## src/rtl/cdb_arbiter.sv

```systemverilog
// Common-data-bus arbiter: buffers each functional unit's completed result in a
// small FIFO and broadcasts up to NUM_CDB of them per cycle, round-robin.
module cdb_arbiter #(
    parameter int NUM_FU     = 4,
    parameter int NUM_CDB    = 2,
    parameter int FIFO_DEPTH = 2,
    parameter int DATA_W     = 16,
    parameter int IDX_W      = 4
) (
    input  logic                      clk,
    input  logic                      rst_n,
    input  logic [NUM_FU-1:0]         fu_valid,
    input  logic [NUM_FU*IDX_W-1:0]   fu_rob_idx,
    input  logic [NUM_FU*DATA_W-1:0]  fu_value,
    output logic [NUM_FU-1:0]         fu_full,
    input  logic                      flush,
    output logic [NUM_CDB-1:0]        cdb_valid,
    output logic [NUM_CDB*IDX_W-1:0]  cdb_index,
    output logic [NUM_CDB*DATA_W-1:0] cdb_value,
    output logic [NUM_CDB*2-1:0]      cdb_src,
    output logic                      overflow_err
);

    localparam int PTR_W  = (FIFO_DEPTH > 1) ? $clog2(FIFO_DEPTH) : 1;
    localparam int CNT_W  = $clog2(FIFO_DEPTH + 1);
    localparam int RR_W   = (NUM_FU > 1) ? $clog2(NUM_FU) : 1;
    localparam int LANE_W = (NUM_CDB > 1) ? $clog2(NUM_CDB) : 1;

    logic [IDX_W-1:0]  mem_idx [NUM_FU][FIFO_DEPTH];
    logic [DATA_W-1:0] mem_val [NUM_FU][FIFO_DEPTH];
    logic [PTR_W-1:0]  wr_ptr  [NUM_FU];
    logic [PTR_W-1:0]  rd_ptr  [NUM_FU];
    logic [CNT_W-1:0]  count   [NUM_FU];
    logic [RR_W-1:0]   rr_ptr;

    logic [NUM_FU-1:0]  push;
    logic [NUM_FU-1:0]  grant;
    logic [NUM_CDB-1:0] lane_vld;
    logic [RR_W-1:0]    lane_unit [NUM_CDB];
    logic [IDX_W-1:0]   lane_idx  [NUM_CDB];
    logic [DATA_W-1:0]  lane_val  [NUM_CDB];
    logic [RR_W-1:0]    last_unit;

    function automatic logic [PTR_W-1:0] ptr_inc(input logic [PTR_W-1:0] p);
        return (p == PTR_W'(FIFO_DEPTH - 1)) ? '0 : p + PTR_W'(1);
    endfunction

    // Full is decoded from the registered count only; a same-cycle pop does not free a slot.
    always_comb begin
        fu_full = '0;
        push    = '0;
        for (int i = 0; i < NUM_FU; i++) begin
            fu_full[i] = (count[i] == CNT_W'(FIFO_DEPTH));
            push[i]    = fu_valid[i] & ~fu_full[i] & ~flush;
        end
    end

    // Scan from rr_ptr and hand the first NUM_CDB non-empty FIFOs to lanes 0, 1, ...
    always_comb begin
        logic [RR_W-1:0]  u;
        logic [LANE_W:0]  n;
        grant     = '0;
        lane_vld  = '0;
        last_unit = rr_ptr;
        u         = '0;
        n         = '0;
        for (int k = 0; k < NUM_CDB; k++) lane_unit[k] = '0;
        for (int j = 0; j < NUM_FU; j++) begin
            u = RR_W'((int'(rr_ptr) + j) % NUM_FU);
            if (count[u] != '0 && n < (LANE_W + 1)'(NUM_CDB)) begin
                grant[u]                   = 1'b1;
                lane_vld[n[LANE_W-1:0]]    = 1'b1;
                lane_unit[n[LANE_W-1:0]]   = u;
                last_unit                  = u;
                n                          = n + 1'b1;
            end
        end
    end

    always_comb begin
        for (int k = 0; k < NUM_CDB; k++) begin
            lane_idx[k] = mem_idx[lane_unit[k]][rd_ptr[lane_unit[k]]];
            lane_val[k] = mem_val[lane_unit[k]][rd_ptr[lane_unit[k]]];
        end
    end

    always_ff @(posedge clk) begin
        for (int i = 0; i < NUM_FU; i++) begin
            if (push[i]) begin
                mem_idx[i][wr_ptr[i]] <= fu_rob_idx[i*IDX_W +: IDX_W];
                mem_val[i][wr_ptr[i]] <= fu_value[i*DATA_W +: DATA_W];
            end
        end
    end

    always_ff @(posedge clk or negedge rst_n) begin
        if (!rst_n) begin
            for (int i = 0; i < NUM_FU; i++) begin
                wr_ptr[i] <= '0;
                rd_ptr[i] <= '0;
                count[i]  <= '0;
            end
        end else if (flush) begin
            for (int i = 0; i < NUM_FU; i++) begin
                wr_ptr[i] <= '0;
                rd_ptr[i] <= '0;
                count[i]  <= '0;
            end
        end else begin
            for (int i = 0; i < NUM_FU; i++) begin
                if (push[i])  wr_ptr[i] <= ptr_inc(wr_ptr[i]);
                if (grant[i]) rd_ptr[i] <= ptr_inc(rd_ptr[i]);
                if (push[i] && !grant[i])      count[i] <= count[i] + CNT_W'(1);
                else if (!push[i] && grant[i]) count[i] <= count[i] - CNT_W'(1);
            end
        end
    end

    always_ff @(posedge clk or negedge rst_n) begin
        if (!rst_n) begin
            rr_ptr <= '0;
        end else if (flush) begin
            rr_ptr <= '0;
        end else if (|grant) begin
            rr_ptr <= (last_unit == RR_W'(NUM_FU - 1)) ? '0 : last_unit + RR_W'(1);
        end
    end

    // Ungranted lanes drop valid but keep their last payload.
    always_ff @(posedge clk or negedge rst_n) begin
        if (!rst_n) begin
            cdb_valid <= '0;
            cdb_index <= '0;
            cdb_value <= '0;
            cdb_src   <= '0;
        end else if (flush) begin
            cdb_valid <= '0;
        end else begin
            for (int k = 0; k < NUM_CDB; k++) begin
                cdb_valid[k] <= lane_vld[k];
                if (lane_vld[k]) begin
                    cdb_index[k*IDX_W +: IDX_W]   <= lane_idx[k];
                    cdb_value[k*DATA_W +: DATA_W] <= lane_val[k];
                    cdb_src[k*2 +: 2]             <= 2'(lane_unit[k]);
                end
            end
        end
    end

    always_ff @(posedge clk or negedge rst_n) begin
        if (!rst_n) begin
            overflow_err <= 1'b0;
        end else if (|(fu_valid & fu_full)) begin
            overflow_err <= 1'b1;
        end
    end

endmodule

```

## config.mk

```make
export PLATFORM = sky130hd
export DESIGN_NAME = cdb_arbiter
export DESIGN_NICKNAME = d
export VERILOG_FILES = /design/src/rtl/cdb_arbiter.sv
export SDC_FILE = /design/constraint.sdc
export NUM_CORES = 1
export LEC_CHECK = 0
export CORE_MARGIN = 2
export CORE_UTILIZATION = 52
export DETAILED_ROUTE_END_ITERATION = 10
export PLACE_DENSITY = 0.78
export SLEW_MARGIN = 20
export SYNTH_ARGS = -nofsm -noshare
export SYNTH_HDL_FRONTEND = slang
export SYNTH_SLANG_ARGS = --single-unit
```

## constraint.sdc

```tcl
create_clock -name clk -period 5.8 [get_ports clk]
set_input_delay 1.16 -clock clk [delete_from_list [all_inputs] [get_ports clk]]
set_output_delay 1.16 -clock clk [all_outputs]
set_load 0.01 [all_outputs]
```

======== Yosys cells after proc, flatten, opt, wreduce, memory -nomap -nowiden ========
Memory sizes are Yosys's and may differ from the RTL's.
Cells that the tools add are included.
word-level totals
  latch bits .............................. 0
  bits in writable memories ............... 160
  ROM bits ................................ 0
  flip-flop bits (word level) ............. 65
  input port bits ......................... 87
  memories ................................ 2
  output and inout port bits .............. 51
memory list
  name     words  width  rd ports  clocked after memory_dff  wr ports  RTL line  RTL
  mem_val  4      32     2         0                         4         30        logic [DATA_W-1:0] mem_val [NUM_FU][FIFO_DEPTH];
  mem_idx  4      8      2         0                         4         29        logic [IDX_W-1:0] mem_idx [NUM_FU][FIFO_DEPTH];
cells by class
  shift-type cells ........................ 0
  mux-type cells .......................... 130
  $lt $le $gt $ge ......................... 39
  equal/unequal tests ..................... 5
  bitwise gates (word level) .............. 35
  multipliers ............................. 0
  div/mod/pow operators ................... 0
  reductions and logical operators ........ 54
  $add $sub $neg .......................... 22
operator list
  kind                                                                  count
  16-bit 2-to-1 mux                                                     10
  32-bit 2-to-1 mux                                                     4
  4-bit 2-to-1 mux                                                      19
  16-bit demux with 1-bit select                                        4
  2-bit 2-to-1 mux                                                      32
  8-bit 2-to-1 mux                                                      5
  1-bit 2-to-1 mux                                                      33
  2-bit nonzero test                                                    13
  1-bit logical AND                                                     25
  2-bit greater-or-equal comparator, second input constant              9
  3-bit greater-or-equal comparator, second input constant              6
  1-bit inverter with 2-bit output                                      9
  2-bit inverter with 3-bit output                                      6
  2-bit by 1-bit adder with 2-bit output, second input constant         8
  2-bit binary-select mux with 2-bit select                             4
  4-bit demux with 1-bit select                                         4
  2-bit by 1-bit < comparator with 1-bit output, second input constant  7
  4-bit bitwise mux                                                     3
  2-bit by 3-bit < comparator with 1-bit output, second input constant  4
  4-bit OR                                                              3
  3-bit nonzero test                                                    4
  2-bit equality test, second input constant                            5
  1-bit adder, second input constant                                    8
  1-bit bitwise AND                                                     8
  17 further kinds                                                      52

======== Logic depth before layout (Yosys ltp) ========
Gate-level depths: netlist of run 1.
  depth in word-level cells ............... 27
  gate-level depth with buffers ........... 16
  depth with buffers taken out ............ 12

======== Least setup slack after synthesis of run 1 ========
OpenSTA, ideal clock, no wires.
  path kind ............................... register -> register
  from .................................... reg rr_ptr[1]
  to ...................................... reg cdb_value[16]
  clock period less this slack ............ 4,014 ps
  slack ................................... 1,786 ps
  data required time ...................... 5,674 ps
  data arrival time ....................... 3,888 ps
  stages on the path, launching flop included .. 15
  buffers on the path ..................... 3
  cells stage by stage .................... dfrtp_1 -> clkbuf_1 -> inv_1 -> ha_1 -> inv_1 -> mux4_2 -> clkbuf_1 -> ha_1 -> a221oi_2 -> o211ai_2 -> a21oi_1 -> mux2i_1 -> buf_1 -> a2111oi_0 -> a221o_1
on the way
  word-level cells in the longest chain between the ends .. 27
  elaborated cells between the ends (all ways) .. 89
  classes of those cells .................. add/sub (5); order compare (15); mux (42); bitwise (12); reduce/logical (14); memory (1)
RTL lines
  element                                                 RTL line  RTL
  start, declared                                         34        logic [RR_W-1:0] rr_ptr;
  start signal, assigned                                  125       rr_ptr <= (last_unit == RR_W'(NUM_FU - 1)) ? '0 : last_unit + RR_W'(1);
  2-bit inverter with 3-bit output (not written as such)  70        if (count[u] != '0 && n < (LANE_W + 1)'(NUM_CDB)) begin
  2-bit binary-select mux with 2-bit select               70
  2-bit 2-to-1 mux (not written as such) (2 in a row)     70
  2-bit nonzero test                                      70
  1-bit 2-to-1 mux                                        70
  2-bit < comparator                                      70
  1-bit logical AND                                       70
  2-bit 2-to-1 mux                                        70
  [... 7 more ...]                                        n/a
  2-bit demux with 1-bit select                           73        lane_unit[n[LANE_W-1:0]] = u;
  4-bit bitwise mux                                       73
  4-bit 2-to-1 mux                                        70
  2-bit inverter with 3-bit output (not written as such)  83        lane_val[k] = mem_val[lane_unit[k]][rd_ptr[lane_unit[k]]];
  1-bit binary-select mux with 2-bit select               83
  1-bit 2-to-1 mux (not written as such) (2 in a row)     83
  1-bit inverter with 2-bit output (not written as such)  83
  16-bit 2-to-1 mux (not written as such) (3 in a row)    83
  end signal, assigned by index                           143       cdb_value[k*DATA_W +: DATA_W] <= lane_val[k];
  end, declared                                           19        output logic [NUM_CDB*DATA_W-1:0] cdb_value,
Several ways; a longest one is shown, not always the timed one. The select of a mux whose other input is x is not followed.
A chain may end at the register's enable or synchronous reset.

======== Worst setup path in the final report of run 1 ========
  from .................................... reg rr_ptr[1]
  to ...................................... reg cdb_value[18]
Same word-level chain as after synthesis.

==> results.md, run 1 <==
- Static timing analysis puts the maximum clock frequency at 214 MHz.
- The number of nets in the final layout is 976.
- The row count is 52.
- In this run the vertical extent of the chip is 146 µm.
- The number of buffers added for setup after CTS is 0.
- From left edge to right edge, the die measures 146 µm.
- For this run the aggregate overflow at the end of global routing stands at 0.
- The area share of the largest cell type after synthesis is 0.457.
- Of the synthesized area, sequential elements account for 0.612.
- Yosys attributes the largest share of cell area to sky130_fd_sc_hd__edfxtp_1 46%, sky130_fd_sc_hd__dfrtp_1 15%, sky130_fd_sc_hd__mux2i_1 8.3%.
- The flip-flop and latch count after synthesis is 225.
- The total wire length after detailed routing is 24800 µm.
- The largest total area in the synthesized netlist belongs to sky130_fd_sc_hd__edfxtp_1.
- The number of H-tree levels is 1.
- Summing every instance area after synthesis gives 10500 µm².
- The critical path class is flip-flop to flip-flop.
- Setup violations remaining at the end of the flow were counted as 0.
- Buffers placed on the I/O ports in this run total 137.
- The critical-path maximum fanout is 20.
- In this run, distinct cell masters in the synthesized netlist total 57.
- At the pin with the least slew margin, the transition time is 1.15 ns.
- Counting flops with a built-in enable in the synthesized netlist gives 160.
- The region available for standard cell placement spans 20000 µm².
- The type of origin of the critical path is a flip-flop.
- The number of design-rule violations left by the first detailed-router iteration is 612.
- Setup slack on the worst reg-to-reg path comes out at 1.13 ns.
- The most used flip-flop cell after synthesis is sky130_fd_sc_hd__edfxtp_1.
- The classification of the worst-slack hold path is flip-flop to flip-flop.
- After synthesis, the most frequently instantiated cells are 160 x sky130_fd_sc_hd__edfxtp_1, 87 x sky130_fd_sc_hd__mux2i_1, 65 x sky130_fd_sc_hd__dfrtp_1, 45 x sky130_fd_sc_hd__mux2_2.
- Entering global routing, the biggest net connects 45 pins.
- The post-synthesis async set-or-reset flop share is 0.289.
- The number of cells produced by synthesis is roughly 740.
- After detailed routing, the average wire length per cell comes to approximately 21 µm.
- Walking the worst path, the cells encountered are inv_1, ha_1, inv_1, mux4_2, ha_1, a221oi_2, nand4b_1, a311oi_2, or3_2, buf_4, mux2i_1, a221o_1.
- During synthesis, Yosys emitted a total of 0 warnings.
- The clock insertion delay at the later pin of the skew report is 0.50 ns.
- The via count of the first global-routing pass is 6661.
- The endpoint type of the worst setup path is a flip-flop.
- In the routed design, unresolved DRC markers number 0.
- The setup skew after layout is 0.0123 ns.
- Setup repair after global routing left no endpoint under its margin.
- The number of top-level pins is roughly 140.
- The worst stage delay on the critical path is 0.52 ns.
- Dividing the detail-routed via count by the number of cells gives 5.81.
- The die outline area is about 21000 µm².
- Once detailed placement completed, the half-perimeter wirelength came to 17700 µm.
- A synthesized cell averages 14.2 µm².
- Routability-driven placement finished with a final weighted congestion of 0.956.
- The global-route wire length before repair is slightly below 40000 µm.
- For met2 alone, demand over resource in global routing was 0.333.
- The final-report max-slew violation count was 0.
- The most instantiated library cell after synthesis is sky130_fd_sc_hd__edfxtp_1.
- The total routing usage reported by global routing is 0.231.
- The clock transition at the registers of the reported paths is 0.07 ns.
- The number of antenna violations at the first check in global routing is 0.
- The flow ran to the end, and the final reports show no timing, DRC or antenna violations.
- The post-route antenna net violation count is 0.
- In this run, CTS created clock tree buffers numbering 23.
- In this run, post-CTS hold repair placed 0 buffers.
- In the global route stage, met3 resource usage came out at 0.0378.
- The tool flagged a number of max-cap violations equal to 0.
- The repair_antennas step left the layout with diodes totalling 0.
- The count of cells resized by post-cts repair is 0.
- The required time of the critical path is 6.18 ns.
- For this configuration, the core starts out at a cell density of 0.525.
- The TritonCTS sink count is 225.
- STA puts the critical path data arrival time at 5.05 ns.
- The area added between synthesis and finish is 24.0%.
- The clock tree from TritonCTS is built.
- Counting along the longest clock path gives a buffer depth of 3.
- The routing usage on met1 is 0.367.
- Headroom to the max-slew limit came out at 0.236.
- The first detailed-routing pass ran for 6 iterations.
- The final count of hold timing violations is 0.
- The total vias in the final route is 6762.
- Synthesis produced a netlist with a net count of 840.
- The root buffer cell is sky130_fd_sc_hd__clkbuf_16.
- Setup total negative slack on the finished layout was measured at 0 ns.
- The worst path in the final design needs a cycle of 4.67 ns, including I/O delays and setup.
- In the final layout, the share of cells above drive strength 1 is 0.167.
- Among all stages on the critical path, the largest delay is contributed by sky130_fd_sc_hd__or3_2.
- Of the available clock period, the critical path in the final layout requires 0.805.
- The busiest layer in global routing is met1.
[cell type report]
cell class              count  area, µm²
fillers                  1490       7010
flip-flops and latches    225       6430
inverters                  34        128
repair buffers            162       1550
clock inverters            12        143
clock buffers              29        628
well taps                 270        338
multi-input cells         432       3810
[cells in the final DEF, fill, tap and decap left out, drive strengths merged, types with 2 or more instances in the layout]
master	instances
a31oi	2
a221o	23
xor2	8
ha	11
mux4	3
clkdlybuf4s50	136
o221ai	22
xnor2	10
o32ai	3
mux2	64
bufinv	3
mux2i	87
a22o	4
o211a	2
inv	35
clkinv	8
edfxtp	160
nor3b	6
nor2	35
a211oi	5
or2	7
nor4	24
a22oi	3
o31ai	2
a21oi	10
nor3	9
nand2b	5
nor2b	7
nand3b	2
o21ai	6
a2111oi	20
dfrtp	65
nand2	31
a21o	2
or3	5
clkbuf	29
buf	26
[cells by family after synthesis]
family / synth area share
AOI/OAI and AO/OA: 0.101
xor gates and xnor gates: 0.0150
adders and majority gates: 0.0131
buffers and inverters: 0.0344
DFF: 0.612
muxes: 0.158
and+or+nand+nor: 0.0669
[worst paths after layout]
| kind | startpoint | end | depth (start not counted) |
|---|---|---|---|
| max | rr_ptr[1] | cdb_value[18] | 12 |
| min | overflow_err | overflow_err | 2 |
| max reg2reg | rr_ptr[1] | cdb_value[18] | 12 |
| min reg2reg | overflow_err | overflow_err | 2 |
| max in group asynchronous | rst_n | cdb_value[18] | 2 |
| min in group asynchronous | rst_n | overflow_err | 1 |
[routing by layer]
layer	vias up	share of wire	wire length [µm]
met1	3328	0.47	11800
met2	267	0.43	10700
li1	3137	-	-
met5	-	0	0
met4	0	0.023	565
met3	30	0.072	1790
[registers in the layout, summed over array words and instances (netlist names)]
register      cells
cdb_index         8
cdb_src           4
cdb_valid         2
cdb_value        32
count             8
mem_idx          32
mem_val         128
overflow_err      1
rd_ptr            4
rr_ptr            2
wr_ptr            4
[worst max-delay path: cells and delay by family (launching register included)]
kind	cells	cell delay [ns]
simple gates	2	0.90
fa+ha+maj	2	0.81
mux	2	0.57
buf+inv	3	0.73
compound gates	3	1.13
flops	1	0.38
[stage by stage]
step	area, µm²	utilization	std cells	setup slack, ns	hold WS (ns)
2_1_floorplan	10500	-	742	1.79	0.515
3_3_place_gp	12300	0.612	1123	1.26	0.469
3_5_place_dp	12300	0.612	1123	1.19	0.481
4_1_cts	13000	0.650	1164	1.16	0.495
5_1_grt	13000	0.650	1164	0.776	0.536
6_report	13000	0.650	1164	1.13	0.489
Power of run 1 is not shown: default switching activity piles up to over one toggle a cycle in this logic, so the estimate is an artifact.
==> run 2: changes to the inputs <==
--- a/config.mk
+++ b/config.mk
@@ -6,7 +6,7 @@
 export NUM_CORES = 1
 export LEC_CHECK = 0
 export CORE_MARGIN = 2
-export CORE_UTILIZATION = 52
+export CORE_UTILIZATION = 50
 export DETAILED_ROUTE_END_ITERATION = 10
 export PLACE_DENSITY = 0.78
 export SLEW_MARGIN = 20
==> constraint.sdc (replaced) <==
create_clock -name clk -period 3.9 [get_ports clk]
set_input_delay 0.78 -clock clk [delete_from_list [all_inputs] [get_ports clk]]
set_output_delay 0.78 -clock clk [all_outputs]
set_load 0.01 [all_outputs]
==> results.md, run 2 (synthesis gave the netlist of run 1 again) <==
- The run finished with clean final reports.
- The total wire length after detailed routing is 25900 µm (+4.5%).
- The clock insertion delay at the later pin of the skew report is 0.51 ns (about the same).
- The post-route antenna net violation count came to 0 (unchanged).
- TritonCTS built the clock tree.
- The number of nets in the final layout came to 987 (+1.1%).
- The global-route wire length before repair is 39000 µm (+1.1%).
- The pin count of the biggest net entering global routing is 42 (-6.7%).
- The count of cells resized by post-cts repair came to 0 (unchanged).
- The headroom to the max-slew limit is 0.400 (+0.164).
- The upper clock frequency limit is 268 MHz (+25%).
- The placed wire-length estimate after detailed placement is 18700 µm (+5.4%).
- The setup skew after layout came to 0.0161 ns (+0.00377 ns).
- The detailed-router iteration count before antenna repair was 5 (-1).
- The area of the core region was 20800 µm² (+3.9%).
- The register area is 6430 µm² (about the same).
- The routed wire length per instance is 22.0 µm (+3.0%).
- The total CTS buffers is 23 (unchanged).
- The total vias in the final route is 6847 (+1.3%).
- The transition at the pin with the smallest max-transition slack is 0.900 ns (-0.246 ns).
- The flip-flop count of the largest register after layout is 128 (unchanged).
- The total routing usage reported by global routing is 0.232 (+0.000491).
- The final setup violation count is 0 (unchanged).
- Walking the worst path, the cells encountered are or2_2, mux4_2, buf_4, inv_1, ha_1, nor2b_1, nand4b_1, a311oi_2, buf_4, nor4_1, a2111oi_2, a221o_1.
- The TritonCTS sink count is 225 (unchanged).
- The worst setup path is captured at a flip-flop.
- The setup total negative slack is 0 ns (unchanged).
- For this design, the slowest cell found on the critical path is sky130_fd_sc_hd__mux4_2.
- The die outline area is 22200 µm² (+3.9%).
- The number of buffers added for setup after CTS was 0 (unchanged).
- The row count is 53 (+1.9%).
- The cell sitting at the root of the clock tree is a sky130_fd_sc_hd__clkbuf_16.
- The worst stage delay on the critical path came to 0.48 ns (-0.04 ns).
- The library cell used most frequently in the layout, excluding fill and tap cells, is sky130_fd_sc_hd__edfxtp_1.
- The minimum clock period after layout was 3.73 ns (-0.938 ns).
- The number of design-rule violations left by the first detailed-router iteration is 454 (-26%).
- The critical-path maximum fanout is 20 (unchanged).
- The share of the clock period used by the worst path after layout is 0.957 (+0.152).
- The number of antenna violations at the first check in global routing is 0 (unchanged).
- The critical path's most frequent cell is sky130_fd_sc_hd__buf_4.
- The met3 track utilization from global routing came to 0.0352 (-0.00264).
- The number of buffers inserted by hold repair at cts is 0 (unchanged).
- The library cells used most frequently in the layout, excluding fill and tap cells, are 160 x sky130_fd_sc_hd__edfxtp_1, 136 x sky130_fd_sc_hd__clkdlybuf4s50_1, 86 x sky130_fd_sc_hd__mux2i_1, 63 x sky130_fd_sc_hd__dfrtp_1, 45 x sky130_fd_sc_hd__mux2_2.
- The reported max-cap violation count is 0 (unchanged).
- The required time of the critical path is 4.33 ns (-1.85 ns).
- The clock transition at the registers of the reported paths was 0.07 ns (about the same).
- The type of origin of the critical path is a flip-flop.
- The x dimension of the die is 149 µm (+1.9%).
- The classification of the worst-slack hold path is primary input to async pin.
- The die extent in y is 149 µm (+1.9%).
- The initial core utilization is 0.505 (-0.0197).
- The critical path class is flip-flop to flip-flop.
- The final count of hold timing violations is 0 (unchanged).
- The area occupied by multi-input gates came to 3830 µm² (+0.36%).
- The number of inserted filler cells in the final layout is 1554 (+4.3%).
- The count of buffers inserted at the top-level ports is 137 (unchanged).
- The number of H-tree levels is 1 (unchanged).
- The post-place instance area is 12400 µm² (+1.0%).
- The fraction of met2 tracks used by global routing was 0.353 (+0.0202).
- The final-report max-slew violation count came to 0 (unchanged).
- The endpoint arrival time on the critical path is 4.17 ns (-0.88 ns).
- The average via count per standard cell is 5.80 (-0.20%).
- The number of remaining DRC errors is 0 (unchanged).
- The routing usage on met1 is 0.352 (-0.0150).
- The number of top-level pins is 138 (unchanged).
- The buffer levels on the longest clock path is 3 (unchanged).
- The total grt overflow is 0 (unchanged).
- The share of final-layout standard cells stronger than drive strength 1 is 0.182 (+0.0155).
- Setup repair after global routing left no endpoint under its margin.
- The via count of the first global-routing pass is 6745 (+1.3%).
- The summed area of non-filler cells in the final layout is 13200 µm² (+1.2%).
- The last weighted congestion value of the routability-driven placer was 0.922 (-3.5%).
- The number of inserted diodes was 0 (unchanged).
- met2 is the most crowded layer.
- From synthesis to final layout, the design area changed by 25.5%.
-- run 2: cell types whose count changed in the layout (fill, tap and decap cells not counted), sizes merged --
| cell | delta |
|---|---|
| bufinv | +1 |
| buf | +11 |
| clkbuf | +1 |
| clkinvlp | +2 |
| clkinv | -4 |
| inv | +1 |
-- run 2: worst max-delay path, delay by kind of cell, from the launching register on --
| kind | cells | cell delay [ns] |
|---|---|---|
| AOI/OAI and AO/OA | 3 | 1.03 |
| buffers and inverters | 3 | 0.61 |
| and+or+nand+nor | 4 | 0.82 |
| adders and majority gates | 1 | 0.25 |
| DFF | 1 | 0.45 |
| muxes | 1 | 0.48 |
-- run 2: final timing paths --
check	slack, ns	start	depth (start not counted)	to
min	0.39	rst_n	1	cdb_valid[0]
min reg2reg	0.48	overflow_err	2	overflow_err
max	0.17	count[3]	12	cdb_value[24]
min in group clk	0.48	overflow_err	2	overflow_err
max reg2reg	0.17	count[3]	12	cdb_value[24]
max in group asynchronous	2.71	rst_n	2	cdb_value[29]
-- run 2: area by class of cell --
cell class	instances	share of cell area
inverters	34	0.00967
well taps	275	0.0261
repair buffers	173	0.126
clock buffers	30	0.0471
flip-flops and latches	225	0.488
multi-input cells	432	0.290
clock inverters	12	0.0136
-- run 2: per-stage QoR --
step | hold slack (ns) | util | std cells | worst slack (ns)
after floorplan | 0.484 | - | 742 | 0.0154
after global placement | 0.466 | 0.595 | 1139 | 0.220
after detailed placement | 0.472 | 0.595 | 1139 | 0.227
after CTS | 0.400 | 0.634 | 1181 | 0.192
after global routing | 0.440 | 0.634 | 1181 | 0.0328
final | 0.394 | 0.634 | 1181 | 0.169
-- run 2: routing by layer --
layer,up-vias,share of wire,wire length [µm]
met5,-,0,0
met4,0,0.024,625
met3,41,0.059,1540
met2,257,0.46,11900
met1,3390,0.46,11900
li1,3159,-,-
Power of run 2 is left out for the same reason.
==> variant 1 (settings of run 2) <==
Change the parameter `IDX_W` from 4 to 5.
--- a/src/rtl/cdb_arbiter.sv
+++ b/src/rtl/cdb_arbiter.sv
@@ -6,5 +6,5 @@
     parameter int FIFO_DEPTH = 2,
     parameter int DATA_W     = 16,
-    parameter int IDX_W      = 4
+    parameter int IDX_W      = 5
 ) (
     input  logic                      clk,
Interface: changed (resized cdb_index and fu_rob_idx); port bits go from 138 to 144. No check against the original RTL was run, so the function may have changed too.
==> variant 1 against run 2 <==
Worst hold slack lost 0.27 ns. Sequential cell count grew 10. Critical path depth is the same. Critical path type unchanged. Final area grew 16%. Area after synthesis grew 18%. Routed wire length grew 31%. Die area grew 18%. Setup slack lost 0.020 ns. Non-clock buffer count grew 33.
Power is not shown: default switching activity piles up to over one toggle a cycle in this logic, so the estimate is an artifact.
==> variant 1: results (changes against run 2) <==
The length of routed met2 wiring was 17.3 mm (+46%); the maximum clock insertion buffer count was 3 (unchanged). The met1 usage is 31.9% (-3.3 points). The logs give 267 MHz (-0.52%) for the maximum clock rate and 3.98% (+0.47 points) for the met3 global-route usage. The number of buffer cells added on primary ports works out to 143 (+4.4%). The insertion delay of the later-clocked pin in the worst-skew pair is 0.55 ns (+0.04 ns), and the fraction of final layout cells sized beyond drive strength 1 is 21.2% (+3.0 points). The run gives 52.5 mm (+35%) as the wire length of the first global-routing pass. The tools report the weighted congestion reported at the end of routability-driven placement as 0.934 (+1.3%).

By count the netlist is led by edfxtp_1, mux2_2, mux2i_1. The via count of the first global-routing pass was 9191 (+36%). The post-place instance area was 14400 um^2 (+16%); the sequential area share after synthesis was 54.1% (-7.1 points).

The CTS H-tree depth is 1 (unchanged), and the proportion of register bits with asynchronous set or reset after synthesis is 28.5% (-0.38 points). The wire length reported by the detailed router is 34.1 mm (+31%). The DRC marker count from the first detailed-route iteration was 992 (+120%); the worst-case clock skew was 0.0188 ns (+0.00271 ns). The logs give 45.8% (+10 points) for the met2 routing resource usage after global routing and 1233 (+25%) for the net count reported at finish. The slew at the pin with the worst max-slew slack is 0.993 ns (+0.0936 ns). Clock tree root driver cell: clkbuf_16.

The register clock-pin slew on the reported worst setup and hold paths was 0.06 ns. The run finished with clean final reports. The highest metal layer carrying signal wires in the routed design is met4. The largest driver fanout on the critical path was 44 (+120%); the number of warnings reported in the yosys synthesis log was 0 (unchanged).

The tools report the total inserted antenna cells as 0 (unchanged). The average wire length per cell after detail routing works out to 23.1 um (+5.4%). The largest net degree at the start of global routing came out at 46 (+9.5%). Yosys attributes the largest share of cell area to edfxtp_1, dfrtp_1, mux2_2. The tools report the all-layer global routing usage as 25.7% (+2.5 points). The max-capacitance violation count was 0 (unchanged); the initial antenna violation count was 0 (unchanged). The mean post-synth cell area is 12.7 um^2 (-10%), and the net count after synthesis is 1081 (+29%). The detailed-routing wirelength on met1 came out at 12.9 mm (+8.7%). The path class of the lowest-slack min-delay path is input pin to async pin. The number of distinct standard cells referenced by the synthesized netlist is 88 (+54%).

The largest total area in the synthesized netlist belongs to edfxtp_1. The total placed cells including tap cells was 1425 (+25%); the routed length on met3 was 2.43 mm (+57%). The flip-flop count of the largest register after layout is 128 (unchanged), and the final HPWL from detailed placement is 24.1 mm (+29%).

For the pre-CTS setup slack, the log shows 0.127 ns (-0.101 ns). The number of buffers created by CTS is 25 (+8.7%). Post-detailed-route via-to-cell ratio: 6.30 (+8.6%).

The number of enable flip-flop cells after synthesis was 168 (+5.0%). The number of optimization iterations in the first detailed-route pass came out at 6 (+1).
variant 1: worst max-delay path, stage by stage (launching register included):
cell	delay, ns
dfrtp_1	0.37
or2_1	0.27
mux4_2	0.62
ha_4	0.36
buf_4	0.22
nor2_1	0.13
nand2_1	0.12
nand2_1	0.09
a222oi_1	0.28
buf_4	0.22
buf_12	0.25
mux2_1	0.37
a221o_1	0.33
variant 1: logic make-up after synthesis:
family | Yosys count | synth area share, %
xor gates and xnor gates | 17 | 1.20
AOI/OAI and AO/OA | 256 | 16.4
buffers and inverters | 98 | 4.26
DFF | 235 | 54.1
and+or+nand+nor | 185 | 7.10
muxes | 174 | 15.7
adders and majority gates | 13 | 1.29
variant 1: layout make-up:
| cell class | instances | area, um^2 |
|---|---|---|
| inverter | 17 | 66.3 |
| fill | 1921 | 9100 |
| clock buffer | 33 | 686 |
| multi-input combinational | 645 | 5340 |
| sequential | 235 | 6720 |
| clock inverter | 13 | 138 |
| tap | 324 | 405 |
| timing repair buffer | 206 | 1940 |
variant 1: final timing paths:
check / cells after the start / startpoint / slack, ns / end
worst max-delay path: 12 / count[7]$_DFFE_PN0P_ / 0.15 / cdb_value[26]$_DFFE_PN0P_
worst min-delay path: 1 / rst_n / 0.13 / wr_ptr[1]$_DFFE_PN0P_
worst max register to register: 12 / count[7]$_DFFE_PN0P_ / 0.15 / cdb_value[26]$_DFFE_PN0P_
worst min register to register: 2 / overflow_err$_DFFE_PN0P_ / 0.48 / overflow_err$_DFFE_PN0P_
max in group asynchronous: 3 / rst_n / 2.90 / cdb_value[23]$_DFFE_PN0P_
min in group clk: 2 / overflow_err$_DFFE_PN0P_ / 0.48 / overflow_err$_DFFE_PN0P_
variant 1: timing repair:
action	4_1_cts	5_1_grt
gates resized for setup	0	2
setup buffers	0	1
setup endpoints to repair	0	37
==> variant 2 (settings of run 2) <==
Made on the original files. Put one more register stage on the output `overflow_err`, with the module's reset. The value now appears one clock later. The other outputs are not delayed to match.
--- a/src/rtl/cdb_arbiter.sv
+++ b/src/rtl/cdb_arbiter.sv
@@ -26,4 +26,6 @@
     localparam int RR_W   = (NUM_FU > 1) ? $clog2(NUM_FU) : 1;
     localparam int LANE_W = (NUM_CDB > 1) ? $clog2(NUM_CDB) : 1;
+
+    logic overflow_err_s0;
 
     logic [IDX_W-1:0]  mem_idx [NUM_FU][FIFO_DEPTH];
@@ -150,7 +152,15 @@
     always_ff @(posedge clk or negedge rst_n) begin
         if (!rst_n) begin
-            overflow_err <= 1'b0;
+            overflow_err_s0 <= 1'b0;
         end else if (|(fu_valid & fu_full)) begin
-            overflow_err <= 1'b1;
+            overflow_err_s0 <= 1'b1;
+        end
+    end
+
+    always_ff @(posedge clk or negedge rst_n) begin
+        if (!rst_n) begin
+            overflow_err <= '0;
+        end else begin
+            overflow_err <= overflow_err_s0;
         end
     end
Check against the original RTL: not equivalent (a bounded check fails within 4 cycles, from zero or initial values and one cycle with rst_n low).
==> variant 2 against run 2 <==
Sequential share of layout area is 2.2 points lower. Setup slack improved by 0.10 ns. Sequential cell count grew 1. Highest routed layer unchanged. Area after synthesis up 5.4%. Largest cell class unchanged. Critical path type unchanged. Final area is 5.1% higher. Via count up 14%. Routed wire length grew 8.2%. Non-clock buffer count grew 26.
Power is not shown: default switching activity piles up to over one toggle a cycle in this logic, so the estimate is an artifact.
==> variant 2: results (changes against run 2) <==
The run finished with clean final reports. By area the synthesized netlist is led by edfxtp_1, dfrtp_1, mux2i_1. The proportion of register bits with asynchronous set or reset after synthesis is 29.2% (+0.31 points). The worst register-to-register path begins at count[3]$_DFFE_PN0P_. The tools report the wire length of the first global-routing pass as 43.6 mm (+12%).

CTS H-tree depth: 1 (unchanged). The logs give 933 (+11%) for the net count after synthesis and 1098 (+11%) for the net count reported at finish. The worst slew margin relative to its limit is 30.3% (-9.7 points), and the number of buffer cells added on primary ports is 137 (unchanged).

Area fraction in compound gates after synthesis: 12.8% (+2.7 points). The largest driver fanout on the critical path was 22 (+10%); the endpoint arrival time on the critical path was 4.00 ns (-0.17 ns). Overall via count from detail_route: 7789 (+14%). The share of Yosys cell area claimed by the top area cell type was 43.4% (-2.3 points). The root buffer cell chosen for the clock tree is clkbuf_16.

The length in cells of the worst reg-to-reg path is 11 (-1), and the insertion delay of the later-clocked pin in the worst-skew pair is 0.51 ns (about the same). The largest net degree at the start of global routing is 37 (-12%), and the highest cell delay on the worst timing path is 0.52 ns (+0.04 ns). The worst setup slack for register-to-register paths was 0.27 ns (+0.10 ns). The run gives 20.2 mm (+8.3%) as the final HPWL from detailed placement. The endpoint identified for the worst register-to-register timing path is cdb_value[3]$_DFFE_PN0P_. The path class of the lowest-slack min-delay path was input pin to async pin. The register clock-pin slew on the reported worst setup and hold paths is 0.07 ns (about the same), and the DRC marker count from the first detailed-route iteration is 548 (+21%). The tools report the initial antenna violation count as 0 (unchanged). Sorting the synthesized cells by how often they occur yields edfxtp_1, mux2i_1, dfrtp_1. Adder-cell area share of the yosys netlist: 1.47% (+0.16 points). The all-layer global routing usage was 23.7% (+0.55 points); the number of enable flip-flop cells after synthesis was 160 (unchanged). Flip-flop count of the largest register after layout: 128 (unchanged). The fraction of final layout cells sized beyond drive strength 1 was 19.0% (+0.78 points); the sequential area share after synthesis was 58.3% (-2.9 points). For the total inserted antenna cells, the log shows 0 (unchanged). The fraction of synthesized area in multiplexers works out to 17.4% (+1.6 points). The number of buffers created by CTS is 24 (+4.3%). The slowest stage of the critical path belongs to the cell mux4_2.

The number of optimization iterations in the first detailed-route pass was 7 (+2); the number of setup violations in the final report was 0 (unchanged). The wire length reported by the detailed router was 28.1 mm (+8.2%). The post-synthesis xor/xnor area fraction came out at 1.42% (-0.077 points). The logs give 0.0111 ns (-0.00498 ns) for the worst-case clock skew and 0.923 (about the same) for the weighted congestion reported at the end of routability-driven placement. The number of distinct standard cells referenced by the synthesized netlist was 66 (+16%).
[variant 2: cell families (layout without fill, tap and decap cells)]
kind of cell | count (synthesis) | after routing
flops | 226 | 226
compound gates | 188 | 188
mux | 176 | 176
simple gates | 136 | 136
buf+inv | 76 | 259
xor+xnor | 18 | 18
fa+ha+maj | 13 | 13
[variant 2: final cells by class]
class	count	area, um^2
clock buffers	34	669
clock inverters	10	134
fillers	1658	7890
inverters	16	61.3
multi-input cells	531	4340
flip-flops and latches	226	6460
well taps	280	350
repair buffers	199	1860
[variant 2: per-stage QoR]
stage	cells	hold WS, ns	setup slack, ns	util (%)	cell area, um^2
after global placement	1251	0.369	0.316	60.0	13000
after global routing	1296	0.312	0.0500	63.8	13900
final	1296	0.271	0.274	63.8	13900
after detailed placement	1251	0.371	0.208	60.0	13000
after CTS	1295	0.269	0.172	63.7	13900
after floorplan	833	0.354	0.0433	-	11100
[variant 2: how the worst max path moves through the flow]
stage	start	to	slack [ns]	cells after the start
after floorplan	rr_ptr[0]$_DFFE_PN0P_	cdb_value[3]$_DFFE_PN0P_	0.04	15
after global placement	count[7]$_DFFE_PN0P_	cdb_value[9]$_DFFE_PN0P_	0.32	11
after detailed placement	count[7]$_DFFE_PN0P_	cdb_value[9]$_DFFE_PN0P_	0.21	11
after CTS	count[7]$_DFFE_PN0P_	cdb_value[6]$_DFFE_PN0P_	0.17	11
after global routing	count[7]$_DFFE_PN0P_	cdb_value[16]$_DFFE_PN0P_	0.05	11
final	count[3]$_DFFE_PN0P_	cdb_value[3]$_DFFE_PN0P_	0.27	11
[variant 2: what timing repair did]
action                     in CTS  in global routing
resized for setup               0                  2
buffers inserted                0                  1
hold buffers                    0                  0
setup endpoints to repair       0                 25
[variant 2: critical path: cells and delay by family, from the launching register on]
| kind | cells | cell delay, ns |
|---|---|---|
| AOI/OAI and AO/OA | 3 | 0.38 |
| adders and majority gates | 1 | 0.37 |
| buffers and inverters | 2 | 0.63 |
| DFF | 1 | 0.45 |
| muxes | 2 | 0.81 |
| and+or+nand+nor | 3 | 0.83 |
[variant 2: per-layer routing]
layer  part of all wire (%)  track usage (%)  vias up
li1                       -                -     3585
met1                     40             30.8     3831
met2                     51             41.1      320
met3                    6.0             3.06       53
met4                    3.6             8.82        0
met5                      0                0        -
